### src/rtl/ysyx_24080014_fetch_seq.sv
// Multi-cycle instruction sequencer for the NPC core.
// Walks each instruction through IDLE -> FETCH -> WAIT_R -> EXEC -> COMMIT,
// drives the instruction-memory read handshake from the current PC, hands the
// fetched word to execute, and produces the one-cycle PC load with the
// selected next PC. At most one fetch is outstanding; there is no prefetch.
module ysyx_24080014_fetch_seq #(
  parameter int              XLEN     = 32,
  parameter logic [XLEN-1:0] RESET_PC = 32'h8000_0000
) (
  input  logic            clk,
  input  logic            rst,
  input  logic [XLEN-1:0] pc_i,
  output logic            imem_arvalid,
  output logic [XLEN-1:0] imem_araddr,
  input  logic            imem_arready,
  input  logic            imem_rvalid,
  input  logic [31:0]     imem_rdata,
  input  logic [1:0]      imem_rresp,
  output logic            imem_rready,
  output logic [31:0]     inst_o,
  output logic            inst_valid,
  input  logic            exu_done,
  input  logic            br_taken,
  input  logic [XLEN-1:0] br_target,
  input  logic            trap_req,
  input  logic            mret,
  input  logic [XLEN-1:0] mtvec,
  input  logic [XLEN-1:0] mepc,
  output logic            pc_we,
  output logic [XLEN-1:0] next_pc,
  output logic            fault_o,
  output logic [63:0]     instret
);

  typedef enum logic [2:0] {
    S_IDLE,
    S_FETCH,
    S_WAIT_R,
    S_EXEC,
    S_COMMIT
  } state_t;

  state_t          state;
  logic [XLEN-1:0] exec_next_pc;

  // The PC register only changes at the end of COMMIT, so pc_i is already
  // stable for the whole FETCH phase and can drive the address directly.
  assign imem_araddr = pc_i;

  // Next-PC selection for a completed (non-faulting) instruction; the
  // redirect inputs are only meaningful while exu_done is high.
  always_comb begin
    // NOTE: every always_comb output gets a default first so no path can
    // leave it unassigned, which would otherwise infer a latch.
    exec_next_pc = pc_i + XLEN'(4);
    if (trap_req)      exec_next_pc = mtvec;
    else if (mret)     exec_next_pc = mepc;
    else if (br_taken) exec_next_pc = br_target;
  end

  // Sequencer FSM with all handshake and commit outputs registered.
  always_ff @(posedge clk) begin
    // NOTE: sequential state uses non-blocking assignments only, so every
    // register samples the pre-edge values regardless of statement order.
    if (!rst) begin
      state        <= S_IDLE;
      imem_arvalid <= 1'b0;
      imem_rready  <= 1'b0;
      inst_o       <= '0;
      inst_valid   <= 1'b0;
      pc_we        <= 1'b0;
      next_pc      <= RESET_PC;
      fault_o      <= 1'b0;
      instret      <= '0;
    end else begin
      // Pulse outputs fall back to zero unless the transition below sets them.
      inst_valid <= 1'b0;
      pc_we      <= 1'b0;
      fault_o    <= 1'b0;

      unique case (state)
        S_IDLE: begin
          imem_arvalid <= 1'b1;
          state        <= S_FETCH;
        end

        S_FETCH: begin
          if (imem_arready) begin
            imem_arvalid <= 1'b0;
            imem_rready  <= 1'b1;
            state        <= S_WAIT_R;
          end
        end

        S_WAIT_R: begin
          if (imem_rvalid) begin
            imem_rready <= 1'b0;
            inst_o      <= imem_rdata;
            if (imem_rresp == 2'b00) begin
              inst_valid <= 1'b1;
              state      <= S_EXEC;
            end else begin
              // Access fault: skip execute and vector straight to the handler.
              pc_we   <= 1'b1;
              fault_o <= 1'b1;
              next_pc <= mtvec;
              state   <= S_COMMIT;
            end
          end
        end

        S_EXEC: begin
          if (exu_done) begin
            pc_we   <= 1'b1;
            next_pc <= exec_next_pc;
            state   <= S_COMMIT;
          end
        end

        S_COMMIT: begin
          // fault_o is still high here exactly when this commit is a fault.
          if (!fault_o) instret <= instret + 64'd1;
          imem_arvalid <= 1'b1;
          state        <= S_FETCH;
        end

        default: begin
          state <= S_IDLE;
        end
      endcase
    end
  end

endmodule

### config.mk
export PLATFORM = sky130hd
export DESIGN_NAME = ysyx_24080014_fetch_seq
export DESIGN_NICKNAME = d
export VERILOG_FILES = /design/src/rtl/ysyx_24080014_fetch_seq.sv
export SDC_FILE = /design/constraint.sdc
export NUM_CORES = 1
export LEC_CHECK = 0
export ABC_AREA = 1
export BUFFER_PORTS_ARGS = -buffer_cell sky130_fd_sc_hd__buf_4
export CAP_MARGIN = 20
export CORE_UTILIZATION = 45
export CTS_CLUSTER_SIZE = 12
export DETAILED_ROUTE_END_ITERATION = 12
export PLACE_DENSITY_LB_ADDON = 0.12
export SLEW_MARGIN = 10
export SYNTH_ARGS = -nofsm -noshare
export SYNTH_HDL_FRONTEND = slang
export SYNTH_SLANG_ARGS = --single-unit
### constraint.sdc
create_clock -name clk -period 2.8 [get_ports clk]
set_clock_uncertainty 0.1 [all_clocks]
set_input_delay 0.56 -clock clk [delete_from_list [all_inputs] [get_ports clk]]
set_output_delay 0.56 -clock clk [all_outputs]
set_load 0.02 [all_outputs]
==> impl_metrics.toml <==
[outcome]
status = "complete, no violations"

[synth]
synth-async-reset-ratio_pct = 0
ys_seq_elements = 136
syn_inst = 1392
yosysTopAreaCell = "dfxtp_1"
synthMostInstantiatedCell = "nand2_1"
syn_area_per_cell_um2 = 6.120
yosysSeqAreaShare_pct = 31.96
syn_nets = 1564
ys_top_cells_by_area = "dfxtp_1 32%, nand2_1 15%, nor2_1 13%"
synth.distinct_cells = 44
synth_ff_type = "dfxtp_1"
yosysTopAreaCellShare_pct = 31.96
ys_warn_count = 0
synth_edf_count = 0
syn_area_um2 = 8519
synthTopCellsByCount = "350 x nand2_1, 287 x nor2_1, 136 x dfxtp_1"

[routing]
met3WireLength_um = 2103
wire_per_inst_um = 16.76
route.met2.wl_um = 16100
drtIter0Drc = 675
dr.pass1.iters = 7
route.detailed.drc = 0
wirelength_um = 32200
top_layer = "met4"
via_count = 10030
ant_nets = 0
routedLengthMet1_um = 12460
avgViaCountPerCell = 5.222

[placed_design]
hpwl_um = 25580
gp_congestion = 1.038
port_buffers = 334

[critical_path]
required_ns = 3.02
path_cells = "nand2_1 > nor2_1 > nand2_1 > clkinv_1 > nand2_1 > nor3_4 > nand2_1 > o21ai_1 > nor2_1"
crit_path_end_kind = "register"
crit_slowest_cell = "dfxtp_1"
crit_arrival_ns = 2.29
critical_path_class = "register to register"
start_kind = "register"
crit_fanout = 5
crit_top_cell = "nand2_1"
rrSetupSlack_ns = 0.73
critPathMaxStageDelay_ns = 0.43

[finish]
nets = 1847
fillers = 1762
final_layout_size_suffix_gt1_share_pct = 26.24
area_growth_pct = 35.53

[sta]
hold_viol_final = 0
timing.final.crit_share_pct = 73.77
tightest_slew_ns = 0.6086
fmax_mhz = 484.1
slew_headroom_pct = 59.43
final.min_clock_period_ns = 2.066
grt_setup_unrepaired = "no"
finalMaxSlewViolations = 0
setup_viol = 0
fin_hold_ws_ns = 0.2535
fin_tns_setup_ns = 0

[clocking]
cts_hold_buf = 0
clockRootBuffer = "clkbuf_16"
clk_latency_ns = 0.43
cts_tree = "built"
h-tree-depth = 4
clock_path_buffers = 2
cts_made_buffers = 17
clkSinkCount = 136
cts_resized = 0
post_cts_buffers = 0
clk_pin_slew_ns = 0.07

[die]
fp.dieH_um = 139.6
rows = 49
core_um2 = 18270
die-area_um2 = 19490
start_util_pct = 46.63
fp.dieW_um = 139.6
pin_count = 335

[grt]
grt_max_degree = 64
track_usage_pct = 33.01
grt_pass1_wl_um = 50030
grt_overflow = 0
antenna_found_initial = 4
grt_pass1_vias = 9512

[job]
drv_cap = 0

[power_and_ir_drop]
finalPower_mw = 6.940
ir_drop_uv = 485.5
cellPowerDensity_nw_per_um2 = 601.1
cellLeakagePower_nw = 5.172

[hold_path]
hold_path_class = "input port to register"
[sequential cells by signal (all words and copies together) (netlist names)]
signal / cells
fault_o: 1
imem_arvalid: 1
imem_rready: 1
inst_o: 32
inst_valid: 1
instret: 64
next_pc: 32
pc_we: 1
state: 3
[cell type report]
class,count,area (µm²),share of cell area (%)
Clock inverter,15,142.6,1.235
Clock buffer,17,425.4,3.684
Multi-Input combinational cell,1053,4906,42.49
Sequential cell,136,2723,23.58
Timing Repair Buffer,343,2587,22.41
Antenna cell,4,10.01,0.08669
Inverter,124,465.4,4.031
Tap cell,229,286.5,2.482
[worst max-delay path, delay by kind of cell, from the launching register on]
kind / cells / cell delay (ns)
flops: 1 / 0.43
compound gates: 1 / 0.14
simple gates: 7 / 1.20
buf+inv: 1 / 0.09
[metrics by stage]
step           area (µm²)  cells  utilization, %  setup WS (ns)
2_1_floorplan        8519   1392               -         0.8826
3_3_place_gp        10970   1885           60.03         0.6519
3_5_place_dp        10970   1885           60.03         0.5739
4_1_cts             11540   1917           63.14         0.7673
5_1_grt             11550   1921           63.20         0.5495
6_report            11550   1921           63.20         0.7344
[where the power goes]
group | internal, mW | total (mW) | switching, mW
clock network | 1.24 | 2.23 | 0.985
logic | 0.870 | 2.27 | 1.40
registers | 2.26 | 2.44 | 0.179
[per-layer routing]
layer	track usage [%]	up-vias
li1	-	4982
met1	37.44	4586
met2	57.97	376
met3	6.848	87
met4	17.99	0
met5	0	-
[cells in the final DEF (no fill, tap or decap), types with 4 or more instances in the layout]
cell type / n
a21oi_1: 83
a31oi_1: 5
buf_4: 342
clkbuf_16: 17
dfxtp_1: 136
diode_2: 4
inv_1: 112
inv_2: 11
inv_6: 4
nand2_1: 350
nand2_2: 10
nand3_1: 58
nand3_4: 4
nand3b_1: 4
nand4_1: 21
nor2_1: 286
nor2_2: 14
nor2_4: 9
nor3_1: 27
o211ai_1: 6
o21ai_0: 105
o21ai_1: 8
or2_2: 9
xnor2_1: 10
xor2_1: 15
[worst paths after layout]
path	startpoint	endpoint	cells past startpoint
worst min-delay path	imem_rdata[5]	inst_o[5]$_SDFFE_PN0P_	3
worst min register to register	imem_arvalid$_SDFFE_PN0P_	imem_arvalid$_SDFFE_PN0P_	2
worst max register to register	instret[13]$_SDFFE_PN0P_	instret[37]$_SDFFE_PN0P_	9
worst max-delay path	instret[13]$_SDFFE_PN0P_	instret[37]$_SDFFE_PN0P_	9
[cells by family after synthesis]
| logic type | Yosys count | share of synthesized area, % |
|---|---|---|
| compound gates | 217 | 13.32 |
| xor+xnor | 25 | 2.570 |
| fa+ha+maj | 2 | 0.2937 |
| buf+inv | 203 | 10.49 |
| flops | 136 | 31.96 |
| mux | 1 | 0.1175 |
| simple gates | 808 | 41.25 |
(Power assumes the default switching activity.)
